File: config.mk
export PLATFORM = sky130hd
export DESIGN_NAME = reg_file_param
export DESIGN_NICKNAME = d
export VERILOG_FILES = /design/src/rtl/reg_file_param_pkg.sv /design/src/rtl/reg_file_clear_fsm.sv /design/src/rtl/reg_file_param.sv
export SDC_FILE = /design/constraint.sdc
export NUM_CORES = 2
export LEC_CHECK = 0
export CORE_MARGIN = 3
export CORE_UTILIZATION = 52
export CTS_CLUSTER_DIAMETER = 200
export DETAILED_ROUTE_END_ITERATION = 10
export GPL_TIMING_DRIVEN = 0
export PLACE_DENSITY = 0.83
export REMOVE_ABC_BUFFERS = 1
export SLEW_MARGIN = 20
export SYNTH_ARGS = -nofsm -noshare
export SYNTH_HDL_FRONTEND = slang
export SYNTH_SLANG_ARGS = --single-unit
File: constraint.sdc
create_clock -name i_clk -period 2.1 [get_ports i_clk]
set_input_delay 0.21 -clock i_clk [delete_from_list [all_inputs] [get_ports i_clk]]
set_output_delay 0.21 -clock i_clk [all_outputs]
set_load 0.05 [all_outputs]
File: src/rtl/reg_file_param_pkg.sv
// Purpose: shared definitions for the parameterised register file:
//          default geometry constants and sweep-clear FSM state encodings.
// Ports:   none (package).
package reg_file_param_pkg;

    localparam int unsigned DEF_DATA_WIDTH = 32;
    localparam int unsigned DEF_ADDR_WIDTH = 5;

    typedef enum logic {
        ST_IDLE  = 1'b0,
        ST_SWEEP = 1'b1
    } clr_state_e;

endpackage

File: src/rtl/reg_file_clear_fsm.sv
// Purpose: sweep-clear sequencer. On i_clear in IDLE it walks a pointer over
//          every register address, one per cycle, then returns to IDLE.
// Ports:
//   i_clk, i_rst_n   clock, async active-low reset
//   i_clear          request a sweep (ignored while sweeping)
//   o_busy           sweep in progress (state decode)
//   o_clr_en         zero the register at o_clr_addr this cycle
//   o_clr_addr       sweep pointer
module reg_file_clear_fsm
    import reg_file_param_pkg::*;
#(
    parameter int unsigned ADDR_WIDTH = DEF_ADDR_WIDTH
) (
    input  logic                  i_clk,
    input  logic                  i_rst_n,
    input  logic                  i_clear,
    output logic                  o_busy,
    output logic                  o_clr_en,
    output logic [ADDR_WIDTH-1:0] o_clr_addr
);

    localparam logic [ADDR_WIDTH-1:0] PTR_LAST = '1;

    clr_state_e            r_state;
    clr_state_e            w_state_nxt;
    logic [ADDR_WIDTH-1:0] r_ptr;
    logic [ADDR_WIDTH-1:0] w_ptr_nxt;

    // State and pointer registers
    always_ff @(posedge i_clk or negedge i_rst_n) begin
        if (!i_rst_n) begin
            r_state <= ST_IDLE;
            r_ptr   <= '0;
        end else begin
            r_state <= w_state_nxt;
            r_ptr   <= w_ptr_nxt;
        end
    end

    // Next-state: terminate on the all-ones pointer so no overflow state exists
    always_comb begin
        w_state_nxt = r_state;
        w_ptr_nxt   = r_ptr;
        case (r_state)
            ST_IDLE: begin
                if (i_clear) begin
                    w_state_nxt = ST_SWEEP;
                    w_ptr_nxt   = '0;
                end
            end
            ST_SWEEP: begin
                if (r_ptr == PTR_LAST) begin
                    w_state_nxt = ST_IDLE;
                    w_ptr_nxt   = '0;
                end else begin
                    w_ptr_nxt   = r_ptr + ADDR_WIDTH'(1);
                end
            end
            default: begin
                w_state_nxt = ST_IDLE;
                w_ptr_nxt   = '0;
            end
        endcase
    end

    assign o_busy     = (r_state == ST_SWEEP);
    assign o_clr_en   = (r_state == ST_SWEEP);
    assign o_clr_addr = r_ptr;

endmodule

File: src/rtl/reg_file_param.sv
// Purpose: parameterised 2-read/1-write register file with registered read
//          data, write-first bypass, optional hardwired-zero register 0 and a
//          sweep-clear of the whole array.
// Ports:
//   i_clk, i_rst_n        clock, async active-low reset
//   i_read, i_write       read / write requests (ignored while o_busy)
//   i_clear               start sweep-clear
//   i_addr_r1, i_addr_r2  read addresses
//   i_addr_w, i_data_w    write address / data
//   o_data_r1, o_data_r2  registered read data (held when no read)
//   o_r_valid             one-cycle pulse when read data updated
//   o_busy                sweep-clear in progress
module reg_file_param
    import reg_file_param_pkg::*;
#(
    parameter int unsigned DATA_WIDTH = DEF_DATA_WIDTH,
    parameter int unsigned ADDR_WIDTH = DEF_ADDR_WIDTH,
    parameter bit          ZERO_REG   = 1'b0
) (
    input  logic                  i_clk,
    input  logic                  i_rst_n,
    input  logic                  i_read,
    input  logic                  i_write,
    input  logic                  i_clear,
    input  logic [ADDR_WIDTH-1:0] i_addr_r1,
    input  logic [ADDR_WIDTH-1:0] i_addr_r2,
    input  logic [ADDR_WIDTH-1:0] i_addr_w,
    input  logic [DATA_WIDTH-1:0] i_data_w,
    output logic [DATA_WIDTH-1:0] o_data_r1,
    output logic [DATA_WIDTH-1:0] o_data_r2,
    output logic                  o_r_valid,
    output logic                  o_busy
);

    localparam int unsigned DEPTH = 1 << ADDR_WIDTH;

    logic [DATA_WIDTH-1:0] r_mem [DEPTH];
    logic [DATA_WIDTH-1:0] r_data_r1;
    logic [DATA_WIDTH-1:0] r_data_r2;
    logic                  r_r_valid;

    logic                  w_busy;
    logic                  w_clr_en;
    logic [ADDR_WIDTH-1:0] w_clr_addr;
    logic                  w_wr_en;
    logic                  w_rd_en;
    logic [DATA_WIDTH-1:0] w_rd1;
    logic [DATA_WIDTH-1:0] w_rd2;

    reg_file_clear_fsm #(
        .ADDR_WIDTH (ADDR_WIDTH)
    ) u_clear_fsm (
        .i_clk      (i_clk),
        .i_rst_n    (i_rst_n),
        .i_clear    (i_clear),
        .o_busy     (w_busy),
        .o_clr_en   (w_clr_en),
        .o_clr_addr (w_clr_addr)
    );

    // Writes to r0 are dropped when it is hardwired; this also kills the bypass
    assign w_wr_en = i_write && !w_busy && !(ZERO_REG && (i_addr_w == '0));
    assign w_rd_en = i_read && !w_busy;

    // Read mux with write-first bypass
    always_comb begin
        w_rd1 = r_mem[i_addr_r1];
        w_rd2 = r_mem[i_addr_r2];
        if (w_wr_en && (i_addr_r1 == i_addr_w)) w_rd1 = i_data_w;
        if (w_wr_en && (i_addr_r2 == i_addr_w)) w_rd2 = i_data_w;
        if (ZERO_REG && (i_addr_r1 == '0))      w_rd1 = '0;
        if (ZERO_REG && (i_addr_r2 == '0))      w_rd2 = '0;
    end

    // Register array: sweep-clear has the write port while busy
    always_ff @(posedge i_clk or negedge i_rst_n) begin
        if (!i_rst_n) begin
            for (int unsigned i = 0; i < DEPTH; i++) begin
                r_mem[i] <= '0;
            end
        end else if (w_clr_en) begin
            r_mem[w_clr_addr] <= '0;
        end else if (w_wr_en) begin
            r_mem[i_addr_w] <= i_data_w;
        end
    end

    // Read data registers hold their value when no read is performed
    always_ff @(posedge i_clk or negedge i_rst_n) begin
        if (!i_rst_n) begin
            r_data_r1 <= '0;
            r_data_r2 <= '0;
            r_r_valid <= 1'b0;
        end else begin
            r_r_valid <= w_rd_en;
            if (w_rd_en) begin
                r_data_r1 <= w_rd1;
                r_data_r2 <= w_rd2;
            end
        end
    end

    assign o_data_r1 = r_data_r1;
    assign o_data_r2 = r_data_r2;
    assign o_r_valid = r_r_valid;
    assign o_busy    = w_busy;

endmodule
==> results of run 1 <==
==> synth_stat cells, drive strengths merged, types with 3 or more instances <==
master,count
buf,139
nor4,3
xor2,10
and3,4
nand3,27
o32ai,15
mux2,51
nand2,116
or2,5
a21oi,54
dfrtp,1095
a211oi,3
a221oi,76
nor3,18
a31oi,3
o31ai,7
o22ai,13
nand2b,10
a211o,6
a22oi,33
mux4,465
o211ai,26
mux2i,201
a22o,1040
and2,5
o21ai,33
a222oi,26
nor2b,3
a21o,16
nor2,44
a32oi,20
nand3b,5
a221o,9
inv,11
clkbuf,394
ha,5
==> cells by family after synthesis <==
group	Yosys count	share of synthesized area
XOR/XNOR	12	0.00189
multiplexers	717	0.234
AO/OA/AOI/OAI	1384	0.210
flip-flops	1095	0.492
AND/OR/NAND/NOR	245	0.0195
adder cells (fa/ha/maj)	5	0.00112
buffers and inverters	544	0.0414
==> what timing repair did <==
action                                 4_1_cts
setup endpoints to repair                 1136
pin swaps                                   73
resized for setup                          182
setup buffers                              198
endpoints found under the hold margin      134
gates cloned                                32
==> through the flow <==
| stage | area, µm² | setup TNS, ns | hold slack, ns | std cells |
|---|---|---|---|---|
| after CTS | 68400 | -109.68 | -0.343 | 5579 |
| after detailed placement | 61400 | -1254.56 | 0.368 | 5161 |
| after global placement | 56400 | - | 0.493 | 4977 |
| after floorplan | 53500 | -1551.03 | -0.0856 | 3469 |
==> run metrics, run 1 <==
status=stopped before the end; Halt Stage=global routing (5_1_grt); Stop Error=[ERROR GRT-0183] Net net173: the 3D maze router ran out of legal paths (heap underflow) - the net is boxed in by local congestion or blockages.; Unique masters post-synth=48; # rows=119; clk buf depth=3; CTS root buffer=clkbuf_16; Cell Area, Synth=0.0557 mm²; DP HPWL=141,000 µm; dominant synthesized flop cell=dfrtp_1; chip width=333 µm; synthesized instance count=4,002; Sinks on Clock Net=1,095; largest net degree at the start of global routing=153; sequential cell area fraction in the yosys report=0.492; Placer Congestion=0.868; worst slack, placed=-2.33 ns; I/O pins=118; largest area contributor in the netlist=dfrtp_1; top post-synthesis cells by area=dfrtp_1 (49%), mux4_2 (19%), a22o_1 (16%); Post-synth EDFFs=0; Ys Warns=0; Initial Util=0.526; PortBufs=117; htree depth=3; Syn Area/Cell=13.9 µm²; post-synth top area share=0.492; Yosys reg bits=1,095; Die Y=333 µm; asr flop ratio synth=1.00; number of buffers created by CTS=106
==> inputs of run 2 (changes only) <==
--- a/config.mk
+++ b/config.mk
@@ -6,11 +6,10 @@
 export NUM_CORES = 2
 export LEC_CHECK = 0
 export CORE_MARGIN = 3
-export CORE_UTILIZATION = 52
-export CTS_CLUSTER_DIAMETER = 200
+export CORE_UTILIZATION = 37
 export DETAILED_ROUTE_END_ITERATION = 10
 export GPL_TIMING_DRIVEN = 0
-export PLACE_DENSITY = 0.83
+export PLACE_DENSITY_LB_ADDON = 0.15
 export REMOVE_ABC_BUFFERS = 1
 export SLEW_MARGIN = 20
 export SYNTH_ARGS = -nofsm -noshare
==> constraint.sdc (replaced) <==
create_clock -name i_clk -period 2.7 [get_ports i_clk]
set_input_delay 0.27 -clock i_clk [delete_from_list [all_inputs] [get_ports i_clk]]
set_output_delay 0.27 -clock i_clk [all_outputs]
set_load 0.05 [all_outputs]
==> run metrics, run 2 <==
Starting DRT DRC Count=5,347; Cell Area, Synth=0.0557 mm² (unchanged); initial antenna violation count=8; Startpoint Class=primary input; R2R Path Start=u_clear_fsm.o_busy$_DFF_PN0_; PortBufs=117 (unchanged); Final Cycle Share=1.01; commonest non-fill, non-tap cell in the layout=dfrtp_1; post-synth top area share=0.492 (unchanged); highest-count cells in the layout ignoring fill and taps=dfrtp_1 (1,094), a22o_1 (1,040), mux4_2 (465); Largest Register=r_mem; Worst slew margin=0.369; htree depth=3 (unchanged); asr flop ratio synth=1.00 (unchanged); CP Cell Sequence=buf_6 -> buf_16 -> nor2b_4 -> buf_16 -> buf_16 -> a221oi_1 -> a22o_1 -> o21ai_0 -> nand3_1; R2R setup slack=0 ns; clk buf depth=3 (unchanged); dominant synthesized flop cell=dfrtp_1; filler cell count=12,800; top post-synthesis cells by area=dfrtp_1 (49%), mux4_2 (19%), a22o_1 (16%); count leader, synth=dfrtp_1; I/O pins=118 (unchanged); status=complete, but fails checks; Crit path largest cell delay=0.69 ns; minimum clock period after layout=2.72 ns; RSZ-0062 raised after global routing=false; CP Max Fanout=35; synthesized instance count=4,002 (unchanged); Unique masters post-synth=48 (unchanged); Ys Warns=0 (unchanged); largest area contributor in the netlist=dfrtp_1; post-route ant nets=0; synth cell count leaders=dfrtp_1 (1,095), a22o_1 (1,040), mux4_2 (465); slowest stage cell on the critical path=nor2b_4; vias in the first global route=42,000; first-pass GRT wire length=333,000 µm; largest net degree at the start of global routing=133; worst r2r path cells=9; WS Path Type=primary input to flip-flop; Post-synth EDFFs=0 (unchanged); Final Hold Slack=-0.660 ns; max_cap viols=0; sequential cell area fraction in the yosys report=0.492 (unchanged); Critical Path End Type=flip-flop; Worst Path Required=3.30 ns; CTS tree=yes; Final Total Pwr=53.2 mW; Placer Congestion=0.835 (-3.8%); Non-Filler Instances=6,100; Post-Place Cells=5,812 (+13%); Clock Pin Slew Worst Setup and Hold Paths=0.06 ns; full die area=0.155 mm²; synthesis-to-layout area growth=21.9%; Leak Pwr=29.8 nW; hold-fix buffers at CTS=15; wirelength, routed=234,000 µm; # rows=141 (+18%); final worst setup slack=-0.0171 ns; Pins Over Slew Limit=0; worst slack, placed=-1.30 ns (+1.03 ns); pwr dens=783 mW/mm²; Final Hold Viols=393; Max VDD drop=0.000649 V; Sinks on Clock Net=1,095 (unchanged); Initial Util=0.375 (-0.152); DP HPWL=148,000 µm (+5.2%); Pre-antenna DRT Iters=6; number of buffers created by CTS=117 (+10%); worst min path class=primary input to async pin; clk_lat worst skew=0.74 ns; WL/cell=38.4 µm; area taken by multi-input logic gates=0.0268 mm²; GRT overflow=0; CP dominant cell by count=buf_16; failing checks=negative hold slack, negative setup slack; DRC viols=0; register area=0.0274 mm²; Syn Area/Cell=13.9 µm² (unchanged); Worst-Margin Slew=0.946 ns; CP arrival=3.31 ns; Final #Nets=4,055; Die Y=394 µm (+18%); max FFs per register=1,024; Setup Viol. Count Final=3; GRT Util Overall=0.296; layout cells sized above 1=0.276; reg2reg end=r_mem[750]$_DFFE_PN0P_; CTS root buffer=clkbuf_16; fmax=368 MHz; Core Area=0.149 mm²; vias after detailed routing=42,300; Yosys reg bits=1,095 (unchanged); chip width=394 µm (+18%); via/cell ratio=6.93; Layout Utilization=0.457; clock skew=0.0210 ns
## run 2: cell families after synthesis
family | after synthesis | synth area share
XOR/XNOR | 12 | 0.00189
AND/OR/NAND/NOR | 245 | 0.0195
AO/OA/AOI/OAI | 1384 | 0.210
adder cells (fa/ha/maj) | 5 | 0.00112
flip-flops | 1095 | 0.492
buffers and inverters | 544 | 0.0414
multiplexers | 717 | 0.234
## run 2: stage by stage
step,area (µm²),setup TNS (ns),hold slack (ns)
final,67900,-0.0220,-0.660
after global routing,67900,0,-0.697
after CTS,67800,-0.687,-0.711
after detailed placement,63200,-698.56,0.0810
after global placement,57100,-,0.493
after floorplan,53500,-897.77,-0.0256
## run 2: how the worst max path moves through the flow
stage	cells after the start	endpoint	start	slack, ns
finish	9	o_data_r1[19]$_DFFE_PN0P_	i_addr_r1[2]	-0.02
global route	9	r_mem[748]$_DFFE_PN0P_	u_clear_fsm.o_busy$_DFF_PN0_	0.005
CTS	10	r_mem[599]$_DFFE_PN0P_	u_clear_fsm.o_busy$_DFF_PN0_	-0.07
detailed placement	11	r_mem[643]$_DFFE_PN0P_	i_write	-1.30
global placement	1	r_mem[129]$_DFFE_PN0P_	i_rst_n	-51.40
floorplan	4	o_data_r1[10]$_DFFE_PN0P_	u_clear_fsm.o_busy$_DFF_PN0_	-2.03
## run 2: critical path: cells and delay by family
kind,cells,cell delay [ns]
buffers and inverters,4,1.09
AOI/OAI and AO/OA,3,0.99
and+or+nand+nor,2,0.83
## run 2: repair_timing
item | CTS | global route
setup buffers | 41 | 9
pin swaps | 26 | 3
endpoints found under the hold margin | 487 | 393
setup endpoints to repair | 1077 | 148
resized for setup | 21 | 5
cloned | 3 | 1
## run 2: where the power goes
part	internal [mW]	total, mW	switching, mW
clock	10.1	17.2	7.12
combinational	6.52	14.2	7.67
sequential	19.2	21.8	2.63
total	35.8	53.2	17.4
## run 2: cell type report
class                           instances  share of cell area
Multi-Input combinational cell       2364               0.395
Tap cell                             2002              0.0369
Clock buffer                          178              0.0518
Timing Repair Buffer                  409               0.105
Sequential cell                      1095               0.403
Inverter                               11            0.000755
Antenna cell                            4            0.000147
Clock inverter                         37             0.00727
## run 2: layer usage
layer	vias up	share of wire	GRT usage
li1	16300	-	-
met1	22800	0.41	0.415
met2	2672	0.44	0.435
met3	488	0.10	0.0825
met4	0	0.045	0.115
met5	-	0	0
No activity file was read; power rests on OpenSTA's default activity.
